File: config.mk
export PLATFORM = sky130hd
export DESIGN_NAME = regfile_ctrl
export DESIGN_NICKNAME = d
export VERILOG_FILES = /design/src/rtl/regfile_ctrl_pkg.sv /design/src/rtl/regfile_ctrl_rr_arb2.sv /design/src/rtl/regfile_ctrl.sv
export SDC_FILE = /design/constraint.sdc
export NUM_CORES = 1
export LEC_CHECK = 0
export CELL_PAD_IN_SITES_DETAIL_PLACEMENT = 0
export CELL_PAD_IN_SITES_GLOBAL_PLACEMENT = 2
export CORE_ASPECT_RATIO = 0.9
export CORE_UTILIZATION = 15
export CTS_BUF_LIST = sky130_fd_sc_hd__clkbuf_4 sky130_fd_sc_hd__clkbuf_8
export DETAILED_ROUTE_END_ITERATION = 10
export PLACE_DENSITY_LB_ADDON = 0.12
export REMOVE_ABC_BUFFERS = 1
export SYNTH_ARGS = -nofsm -noshare
export SYNTH_HDL_FRONTEND = slang
export SYNTH_SLANG_ARGS = --single-unit
File: constraint.sdc
create_clock -name clk -period 3.3 [get_ports clk]
set_input_delay 0.495 -clock clk [delete_from_list [all_inputs] [get_ports clk]]
set_output_delay 0.495 -clock clk [all_outputs]
set_load 0.05 [all_outputs]
File: src/rtl/regfile_ctrl_pkg.sv
// Shared types and defaults for the register-file controller and its arbiter.
// Selects are fixed at 3 bits, so the register count is expected to stay at 8.
package regfile_ctrl_pkg;

    localparam int NREGS_DEFAULT = 8;
    localparam int WIDTH_DEFAULT = 16;
    localparam int SEL_W         = 3;

    typedef logic [SEL_W-1:0] reg_sel_t;

    typedef enum logic {
        CLEAR = 1'b0,
        RUN   = 1'b1
    } ctrl_state_t;

    typedef enum logic {
        GNT_WB0 = 1'b0,
        GNT_WB1 = 1'b1
    } wb_port_t;

endpackage

File: src/rtl/regfile_ctrl_rr_arb2.sv
// Two-requester round-robin arbiter. A grant is only ever given to a requester,
// so a grant is also a completed handshake and moves the last-grant pointer.
module rr_arb2
    import regfile_ctrl_pkg::*;
(
    input  logic clk,
    input  logic rst_n,
    input  logic enable,
    input  logic req0,
    input  logic req1,
    output logic gnt0,
    output logic gnt1
);

    wb_port_t last_gnt;

    // On a conflict, the port that did not win last time wins now.
    always_comb begin
        gnt0 = 1'b0;
        gnt1 = 1'b0;
        if (enable) begin
            if (req0 && req1) begin
                if (last_gnt == GNT_WB1) begin
                    gnt0 = 1'b1;
                end else begin
                    gnt1 = 1'b1;
                end
            end else begin
                gnt0 = req0;
                gnt1 = req1;
            end
        end
    end

    always_ff @(posedge clk or negedge rst_n) begin
        if (!rst_n) begin
            last_gnt <= GNT_WB1;
        end else if (gnt0) begin
            last_gnt <= GNT_WB0;
        end else if (gnt1) begin
            last_gnt <= GNT_WB1;
        end
    end

endmodule

File: src/rtl/regfile_ctrl.sv
// Register-file controller: clears the external register file after reset, then
// arbitrates two write-back ports and gates operand issue with a busy scoreboard.
module regfile_ctrl
    import regfile_ctrl_pkg::*;
#(
    parameter int NREGS = NREGS_DEFAULT,
    parameter int WIDTH = WIDTH_DEFAULT
) (
    input  logic             clk,
    input  logic             rst_n,

    output logic             rf_en,
    output logic             rf_we,
    output reg_sel_t         rf_sel_a,
    output reg_sel_t         rf_sel_b,
    output reg_sel_t         rf_sel_d,
    output logic [WIDTH-1:0] rf_data_d,
    input  logic [WIDTH-1:0] rf_data_out_a,
    input  logic [WIDTH-1:0] rf_data_out_b,

    input  logic             iss_valid,
    output logic             iss_ready,
    input  reg_sel_t         iss_src_a,
    input  reg_sel_t         iss_src_b,
    input  reg_sel_t         iss_dst,
    input  logic             iss_dst_en,

    output logic             op_valid,
    output logic [WIDTH-1:0] op_a,
    output logic [WIDTH-1:0] op_b,

    input  logic             wb0_valid,
    output logic             wb0_ready,
    input  reg_sel_t         wb0_sel,
    input  logic [WIDTH-1:0] wb0_data,

    input  logic             wb1_valid,
    output logic             wb1_ready,
    input  reg_sel_t         wb1_sel,
    input  logic [WIDTH-1:0] wb1_data,

    output logic [NREGS-1:0] busy
);

    localparam reg_sel_t LAST_REG = reg_sel_t'(NREGS - 1);

    ctrl_state_t      state;
    ctrl_state_t      state_next;
    reg_sel_t         clr_cnt;
    reg_sel_t         clr_cnt_next;
    logic             run;
    logic             gnt0;
    logic             gnt1;
    logic             wr_fire;
    reg_sel_t         wr_sel;
    logic [WIDTH-1:0] wr_data;
    logic             iss_fire;
    logic [NREGS-1:0] set_mask;
    logic [NREGS-1:0] clr_mask;

    assign run   = (state == RUN);
    assign rf_en = rst_n;

    rr_arb2 u_arb (
        .clk    (clk),
        .rst_n  (rst_n),
        .enable (run),
        .req0   (wb0_valid),
        .req1   (wb1_valid),
        .gnt0   (gnt0),
        .gnt1   (gnt1)
    );

    assign wb0_ready = gnt0;
    assign wb1_ready = gnt1;
    assign wr_fire   = gnt0 | gnt1;
    assign wr_sel    = gnt1 ? wb1_sel  : wb0_sel;
    assign wr_data   = gnt1 ? wb1_data : wb0_data;

    // No bypass: a source being cleared this cycle still blocks issue.
    assign iss_ready = run && !busy[iss_src_a] && !busy[iss_src_b]
                       && !(iss_dst_en && busy[iss_dst]);
    assign iss_fire  = iss_valid && iss_ready;

    always_comb begin
        set_mask = '0;
        clr_mask = '0;
        if (iss_fire && iss_dst_en) begin
            set_mask[iss_dst] = 1'b1;
        end
        if (wr_fire) begin
            clr_mask[wr_sel] = 1'b1;
        end
    end

    always_ff @(posedge clk or negedge rst_n) begin
        if (!rst_n) begin
            state   <= CLEAR;
            clr_cnt <= '0;
        end else begin
            state   <= state_next;
            clr_cnt <= clr_cnt_next;
        end
    end

    // CLEAR zeroes one register per cycle; RUN forwards the arbitration winner.
    always_comb begin
        state_next   = state;
        clr_cnt_next = clr_cnt;
        rf_we        = 1'b0;
        rf_sel_d     = '0;
        rf_data_d    = '0;
        rf_sel_a     = '0;
        rf_sel_b     = '0;
        case (state)
            CLEAR: begin
                rf_we        = rst_n;
                rf_sel_d     = clr_cnt;
                clr_cnt_next = clr_cnt + 3'd1;
                if (clr_cnt == LAST_REG) begin
                    state_next = RUN;
                end
            end
            RUN: begin
                rf_we     = wr_fire;
                rf_sel_d  = wr_sel;
                rf_data_d = wr_data;
                rf_sel_a  = iss_src_a;
                rf_sel_b  = iss_src_b;
            end
            default: begin
                state_next = CLEAR;
            end
        endcase
    end

    // A reservation overrides a same-cycle release of the same register.
    always_ff @(posedge clk or negedge rst_n) begin
        if (!rst_n) begin
            busy     <= '0;
            op_valid <= 1'b0;
        end else begin
            busy     <= (busy & ~clr_mask) | set_mask;
            op_valid <= iss_fire;
        end
    end

    assign op_a = rf_data_out_a;
    assign op_b = rf_data_out_b;

endmodule

==> impl_results.rst, run 1 <==
.. list-table::
   :header-rows: 1

   * - Metric
     - Value
   * - Outcome
     - finished, violations left
   * - Failing checks
     - DRC
   * - Primary flip-flop cell chosen by synthesis mapping
     - sky130_fd_sc_hd__dfrtp_1
   * - Area occupied by multi-input gates
     - 922 µm²
   * - Max-capacitance violation count
     - 0
   * - Aggregate routed wire length
     - 7.36 mm
   * - Area share of the leading cell type in the synthesized netlist
     - 19.9%
   * - Most instantiated library cell after synthesis
     - sky130_fd_sc_hd__nand2_1
   * - Combinational fraction of design power
     - 62.5%
   * - Std-Cell Rows
     - 35
   * - Part of the total power dissipated in the clock network
     - 14.9%
   * - Achievable clock frequency
     - 327 MHz
   * - Final count of pins violating max slew
     - 0
   * - Actual slew at the worst max-slew pin
     - 0.511 ns
   * - Cts bufs inserted
     - 3
   * - Layout area overhead
     - 66.7%
   * - Number of sinks on the clock net
     - 14
   * - Crit path arrival time
     - 2.56 ns
   * - Average wire per standard cell
     - 18.1 µm
   * - Sequential power share
     - 22.6%
   * - Setup slack of the critical path after layout
     - 0.240 ns
   * - Skew final
     - 0.00295 ns
   * - Simple-gate area share of the yosys netlist
     - 21.7%
   * - Critical-path cell list
     - clkdlybuf4s50_1 -> mux2i_1 -> o32ai_1 -> or4_4 -> nor3b_1 -> buf_12
   * - Number of H-tree branching levels
     - 1
   * - Storage cell area
     - 352 µm²
   * - Die outline width
     - 112 µm
   * - Number of library cell types mapped by synthesis
     - 39
   * - Fraction of final layout cells with drive strength greater than 1
     - 15.1%
   * - Vias per cell
     - 4.20
   * - Number of iterations in the first detailed-routing pass
     - 8
   * - Leakage power
     - 1.12 nW
   * - Psw
     - 0.471 mW
   * - Area share of xor/xnor cells in the synthesized design
     - 0.536%
   * - Required time of the critical path
     - 2.80 ns
   * - Critical path's slowest cell
     - sky130_fd_sc_hd__or4_4
   * - Synth top area cells
     - sky130_fd_sc_hd__dfrtp_1, sky130_fd_sc_hd__buf_4, sky130_fd_sc_hd__nand2_1
   * - Pin count of the biggest net entering global routing
     - 37
   * - # placed instances
     - 403
   * - Largest stage delay on the critical path
     - 0.60 ns
   * - Synthesized-area fraction occupied by ao, oa, aoi and oai cells
     - 23.6%
   * - Clk Tree Root Cell
     - sky130_fd_sc_hd__clkbuf_8
   * - Mux contribution to synthesized area
     - 9.03%
   * - Mapped Avg Cell Area
     - 7.37 µm²
   * - CTS clk-pin slew, worst paths
     - 0.06 ns
   * - Resize count post-CTS
     - 0
   * - Number of enable flip-flop cells after synthesis
     - 0
   * - Final count of hold timing violations
     - 0
   * - Startpoint Class
     - primary input
   * - 1st-iter DRT viols
     - 60
   * - Worst min-delay path class
     - register to register
   * - Area of the mapped netlist
     - 0.00164 mm²
   * - Arithmetic-cell share of the synthesized area counting full adders, half adders and majority gates
     - 1.53%
   * - Worst path bufs/invs
     - 2
   * - Cell area power density
     - 387 mW/mm²
   * - Worst-skew pair later-pin latency
     - 0.25 ns
   * - Number of inserted diodes
     - 0
   * - Residual DRC count
     - 4
   * - Synthesized instance count
     - 222
   * - Synthesis warning total
     - 0
   * - Post-CTS setup buffer count
     - 0
   * - Flops & latches, synth
     - 14
   * - Worst slew slack as a fraction of its limit
     - 65.8%
   * - Initial Util
     - 15.7%
   * - Net Sw Frac
     - 44.7%
   * - Port buffer count
     - 91
   * - GR Overflow Total
     - 0
   * - Yosys top cell by area
     - sky130_fd_sc_hd__dfrtp_1
   * - Die Outline Area
     - 0.0113 mm²
   * - Async set-reset flop share out of synthesis
     - 100%
   * - Final cell count without fillers
     - 407
   * - Via Count
     - 1,709
   * - Share of the yosys chip area belonging to registers
     - 21.5%
   * - Placement Setup Slack
     - 0.232 ns
   * - Unrepaired setup endpoints after global routing
     - false
   * - Hold Slack
     - 0.512 ns
   * - IR drop worst, VDD
     - 159 µV
   * - Endpoint class of the critical path
     - output pin
   * - Power Internal
     - 0.583 mW
   * - Number of endpoints failing setup at the final stage
     - 0
   * - Half-perimeter wire length of the detailed placement result
     - 6.05 mm
   * - Die Ht
     - 101 µm
   * - Critical path's top delay family
     - simple AND/OR/NAND/NOR gates
   * - Sum of negative setup slack
     - 0 ns
   * - Vias in the first global route
     - 1,640
   * - Post-route antenna net violation count
     - 0
   * - Final worst path period share
     - 92.7%
   * - First-pass GRT wire length
     - 10.5 mm
   * - Number of primary I/O pins
     - 156
   * - Clock tree buffer depth
     - 2
   * - Final Wtd Congestion
     - 0.711
   * - Classification of the worst setup path
     - primary input to output pin
   * - Post-layout nets
     - 366
   * - Most used standard cells in the synthesized netlist
     - sky130_fd_sc_hd__nand2_1, sky130_fd_sc_hd__buf_4, sky130_fd_sc_hd__o21ai_0
   * - Clock tree from TritonCTS
     - yes
   * - Fillers
     - 1,145
   * - Hold_buf cts
     - 0
   * - Initial antenna violation count
     - 0
   * - Crit path max fanout
     - 10
   * - Min cycle time layout
     - 3.06 ns
   * - Main combinational cell family by area after synthesis
     - compound AO/OA/AOI/OAI gates
   * - Finished Core Util
     - 26.2%
   * - Placeable Area
     - 0.0104 mm²
   * - GR Util All Layers
     - 12.8%
==> routing by layer <==
layer	global-route usage [%]	part of all wire, %	wire length, µm	vias up
li1	-	-	-	864
met1	17.5	49	3590	768
met2	17.1	40	2930	71
met3	6.98	10	753	4
met4	1.54	0.33	24	2
met5	6.22	0.84	62	-
==> layout make-up <==
class	count	share of cell area [%]
inverters	15	2.07
flip-flops and latches	14	12.9
clock buffers	4	1.79
multi-input cells	148	33.8
well taps	129	5.92
repair buffers	97	43.5
==> through the flow <==
| stage | total power [mW] | area, µm² |
|---|---|---|
| 2_1_floorplan | 0.566 | 1330 |
| 3_3_place_gp | 0.911 | 2680 |
| 3_5_place_dp | 0.906 | 2680 |
| 4_1_cts | 1.07 | 2730 |
| 5_1_grt | 1.11 | 2730 |
| 6_report | 1.05 | 2730 |
==> power groups by stage <==
| stage | sequential [mW] | clock [mW] | combinational (mW) |
|---|---|---|---|
| 2_1_floorplan | 0.304 | 0 | 0.262 |
| 3_3_place_gp | 0.245 | 0 | 0.666 |
| 3_5_place_dp | 0.242 | 0 | 0.664 |
| 4_1_cts | 0.239 | 0.168 | 0.667 |
| 5_1_grt | 0.242 | 0.175 | 0.697 |
| 6_report | 0.239 | 0.157 | 0.659 |
==> cells by family after synthesis <==
logic type	Yosys count
mux	14
flops	14
compound gates	58
simple gates	73
buf+inv	60
xor+xnor	1
fa+ha+maj	2
==> registers in the layout, summed over array words and instances (netlist names) <==
register	flops
busy	8
clr_cnt	3
run	1
u_arb.last_gnt	1
op_valid	1
==> cells in the final DEF, fill, tap and decap left out, types with 3 or more instances in the layout <==
cell / netlist / final
sky130_fd_sc_hd__inv_1: 14 / 14
sky130_fd_sc_hd__mux2_2: 6 / 6
sky130_fd_sc_hd__and2_1: 7 / 7
sky130_fd_sc_hd__dfrtp_1: 13 / 13
sky130_fd_sc_hd__a211o_1: 4 / 4
sky130_fd_sc_hd__clkdlybuf4s50_1: 0 / 68
sky130_fd_sc_hd__nand2b_1: 5 / 5
sky130_fd_sc_hd__o21ai_0: 17 / 17
sky130_fd_sc_hd__buf_12: 0 / 23
sky130_fd_sc_hd__nor2_1: 8 / 8
sky130_fd_sc_hd__a211oi_1: 8 / 8
sky130_fd_sc_hd__nand2_1: 36 / 36
sky130_fd_sc_hd__nand4b_1: 3 / 3
sky130_fd_sc_hd__mux2i_1: 8 / 8
sky130_fd_sc_hd__clkbuf_8: 0 / 3
sky130_fd_sc_hd__o32ai_1: 10 / 10
sky130_fd_sc_hd__a21oi_1: 11 / 11
sky130_fd_sc_hd__nor3_1: 3 / 3
sky130_fd_sc_hd__buf_4: 33 / 6
==> path summary, 6_finish.rpt <==
check                             start              to  slack (ns)  cells past startpoint
max reg2reg                     busy[7]         busy[5]        1.54                      4
min reg2reg                  clr_cnt[0]      clr_cnt[0]        0.51                      1
min                          clr_cnt[0]      clr_cnt[0]        0.51                      1
max                        iss_src_a[0]       iss_ready        0.24                      6
min in group asynchronous         rst_n      clr_cnt[2]        0.59                      2
max in group asynchronous         rst_n  u_arb.last_gnt        2.45                      2
(Power assumes the default switching activity.)
==> inputs of run 2 (changes only) <==
--- a/config.mk
+++ b/config.mk
@@ -10,5 +10,6 @@
 export CORE_ASPECT_RATIO = 0.9
 export CORE_UTILIZATION = 15
-export CTS_BUF_LIST = sky130_fd_sc_hd__clkbuf_4 sky130_fd_sc_hd__clkbuf_8
+export CTS_BUF_LIST = sky130_fd_sc_hd__clkbuf_8
+export CTS_CLUSTER_SIZE = 10
 export DETAILED_ROUTE_END_ITERATION = 10
 export PLACE_DENSITY_LB_ADDON = 0.12
==> constraint.sdc (replaced) <==
create_clock -name clk -period 3.3 [get_ports clk]
set_input_delay 0.495 -clock clk [delete_from_list [all_inputs] [get_ports clk]]
set_output_delay 0.495 -clock clk [all_outputs]
set_load 0.005 [all_outputs]
==> run 2 against run 1 <==
  * Critical path depth did not move
  * Highest routed layer unchanged
  * The flow still finishes with violations (DRC)
  * Non-clock buffer count rose by 3
  * Design area fell by 7.3%
  * Total power fell by 26%
  * Via count rose by 2.0%
  * Register-to-register slack got worse by 0.11 ns
  * Cell count rose by 0.74%
  * First-iteration DRC count rose by 62%
  * Routed wire length barely moved
  * Sequential power fell by 2%
==> impl_results.rst, run 2 (synthesized netlist as in run 1, its figures left out) <==
.. list-table::
   :header-rows: 1

   * - Metric
     - Value
   * - First-pass GRT wire length
     - 10.6 mm (+0.66%)
   * - Failing checks
     - DRC
   * - Hold_buf cts
     - 0 (unchanged)
   * - 1st-iter DRT viols
     - 97 (+62%)
   * - Clock tree from TritonCTS
     - yes
   * - Vias per cell
     - 4.25 (+1.2%)
   * - Actual slew at the worst max-slew pin
     - 0.423 ns (-0.0877 ns)
   * - Min cycle time layout
     - 3.16 ns (+0.100 ns)
   * - Outcome
     - finished, violations left
   * - Number of H-tree branching levels
     - 1 (unchanged)
   * - GR Util All Layers
     - 12.8% (about the same)
   * - Worst-skew pair later-pin latency
     - 0.25 ns (about the same)
   * - Max-capacitance violation count
     - 0 (unchanged)
   * - Vias in the first global route
     - 1,671 (+1.9%)
   * - Die outline width
     - 112 µm (unchanged)
   * - Final count of hold timing violations
     - 0 (unchanged)
   * - Cell area power density
     - 309 mW/mm² (-20%)
   * - Worst slew slack as a fraction of its limit
     - 71.8% (+6.0 points)
   * - Average wire per standard cell
     - 17.9 µm (-0.76%)
   * - Skew final
     - 0.00100 ns (-0.00195 ns)
   * - Worst min-delay path class
     - register to register
   * - Die Ht
     - 101 µm (unchanged)
   * - Resize count post-CTS
     - 0 (unchanged)
   * - Flip-flop count of the largest register, all copies and words added
     - 8 (unchanged)
   * - Residual DRC count
     - 4 (unchanged)
   * - Initial antenna violation count
     - 0 (unchanged)
   * - Placement Setup Slack
     - 0.0714 ns (-0.160 ns)
   * - Number of sinks on the clock net
     - 14 (unchanged)
   * - Startpoint Class
     - primary input
   * - Crit path max fanout
     - 4 (-6)
   * - Post-layout nets
     - 369 (+0.82%)
   * - Number of primary I/O pins
     - 156 (unchanged)
   * - Worst path most repeated cell
     - sky130_fd_sc_hd__clkdlybuf4s50_1
   * - Registers with the most flip-flops
     - busy (8), clr_cnt (3)
   * - Achievable clock frequency
     - 316 MHz (-3.2%)
   * - Aggregate routed wire length
     - 7.36 mm (about the same)
   * - Critical-path cell list
     - clkdlybuf4s50_1 -> mux2i_1 -> o32ai_1 -> or4_4 -> nor3b_1 -> clkdlybuf4s50_1
   * - Via Count
     - 1,743 (+2.0%)
   * - Clk Tree Root Cell
     - sky130_fd_sc_hd__clkbuf_8
   * - Number of endpoints failing setup at the final stage
     - 0 (unchanged)
   * - Die Outline Area
     - 0.0113 mm² (unchanged)
   * - Final worst path period share
     - 95.8% (+3.0 points)
   * - Classification of the worst setup path
     - primary input to output pin
   * - Unrepaired setup endpoints after global routing
     - false
   * - Leading cell type in the layout, fill and taps excluded
     - sky130_fd_sc_hd__clkdlybuf4s50_1
   * - Clock tree buffer depth
     - 2 (unchanged)
   * - Endpoint class of the critical path
     - output pin
   * - Final Wtd Congestion
     - 0.696 (-2.1%)
   * - Number of iterations in the first detailed-routing pass
     - 7 (-1)
   * - Placeable Area
     - 0.0104 mm² (unchanged)
   * - Register with the most flip-flops
     - busy
   * - IR drop worst, VDD
     - 151 µV (-4.7%)
   * - Setup slack of the critical path after layout
     - 0.140 ns (-0.100 ns)
   * - Critical path's slowest cell
     - sky130_fd_sc_hd__clkdlybuf4s50_1
   * - Leakage power
     - 1.02 nW (-8.6%)
   * - Number of inserted diodes
     - 0 (unchanged)
   * - Port buffer count
     - 91 (unchanged)
   * - Final count of pins violating max slew
     - 0 (unchanged)
   * - Layout area overhead
     - 54.6%
   * - Fillers
     - 1,162 (+1.5%)
   * - Cts bufs inserted
     - 3 (unchanged)
   * - Required time of the critical path
     - 2.80 ns (about the same)
   * - CTS clk-pin slew, worst paths
     - 0.06 ns (about the same)
   * - Sum of negative setup slack
     - 0 ns (unchanged)
   * - Fraction of final layout cells with drive strength greater than 1
     - 7.83% (-7.3 points)
   * - Pin count of the biggest net entering global routing
     - 30 (-19%)
   * - GR Overflow Total
     - 0 (unchanged)
   * - Initial Util
     - 15.7% (unchanged)
   * - Post-route antenna net violation count
     - 0 (unchanged)
   * - Crit path arrival time
     - 2.66 ns (+0.10 ns)
   * - Leading cell types in the layout, fill and taps excluded
     - sky130_fd_sc_hd__clkdlybuf4s50_1, sky130_fd_sc_hd__nand2_1, sky130_fd_sc_hd__o21ai_0
   * - Std-Cell Rows
     - 35 (unchanged)
   * - Post-CTS setup buffer count
     - 0 (unchanged)
   * - Half-perimeter wire length of the detailed placement result
     - 6.08 mm (+0.54%)
   * - Largest stage delay on the critical path
     - 0.55 ns (-0.05 ns)
## run 2: cell count changes in the layout (fill, tap and decap cells not counted)
cell and delta:
sky130_fd_sc_hd__buf_4 +3, sky130_fd_sc_hd__dlymetal6s2s_1 +1, sky130_fd_sc_hd__buf_12 -23, sky130_fd_sc_hd__clkbuf_8 +1
sky130_fd_sc_hd__clkbuf_4 -1, sky130_fd_sc_hd__clkdlybuf4s50_1 +22
## run 2: path summary, 6_finish.rpt
kind / from / end / slack [ns] / cells past startpoint
worst max register to register: busy[7] / busy[5] / 1.43 / 5
worst max-delay path: iss_src_a[1] / iss_ready / 0.14 / 6
max in group asynchronous: rst_n / u_arb.last_gnt / 2.44 / 2
worst min-delay path: clr_cnt[0] / clr_cnt[0] / 0.50 / 1
worst min register to register: clr_cnt[0] / clr_cnt[0] / 0.50 / 1
min in group asynchronous: rst_n / op_valid / 0.61 / 2
## run 2: final cells by class
type,count,area (µm²),area share (%)
tap,129,161,6.39
inverter,15,56.3,2.23
sequential,14,352,13.9
multi-input combinational,148,922,36.5
clock buffer,4,55.1,2.18
timing repair buffer,100,981,38.8
## run 2: through the flow
| stage | utilization, % | instances | hold slack [ns] | power, mW | cell area, µm² |
|---|---|---|---|---|---|
| 6_report | 24.2 | 410 | 0.504 | 0.781 | 2530 |
| 5_1_grt | 24.2 | 410 | 0.533 | 0.842 | 2530 |
| 4_1_cts | 24.2 | 410 | 0.507 | 0.797 | 2520 |
| 3_5_place_dp | 23.7 | 406 | 0.495 | 0.619 | 2470 |
| 3_3_place_gp | 23.7 | 406 | 0.497 | 0.623 | 2470 |
| 2_1_floorplan | - | 177 | 0.199 | 0.361 | 1330 |
## run 2: report_power, final
group | leakage (nW) | switching, mW | internal, mW
sequential | 0.182 | 0.0371 | 0.198
combinational | 0.811 | 0.144 | 0.230
clock | 0.0288 | 0.0673 | 0.106
## run 2: critical path: cells and delay by family
kind                   cells  cell delay, ns
multiplexers               1            0.21
AND/OR/NAND/NOR            2            0.77
buffers and inverters      2            1.09
AO/OA/AOI/OAI              1            0.10
## run 2: layer usage
metal	up-vias	routed length [µm]	global-route usage (%)
met5	-	62	6.22
li1	867	-	-
met4	2	14	0.615
met1	783	3630	18.3
met3	4	789	7.40
met2	87	2860	16.1
==> inputs of run 3 (changes only) <==
Settings changed: CAP_MARGIN set to 40.
==> results of run 3 <==
Final layout, timing and power as in run 2 (identical DEF).
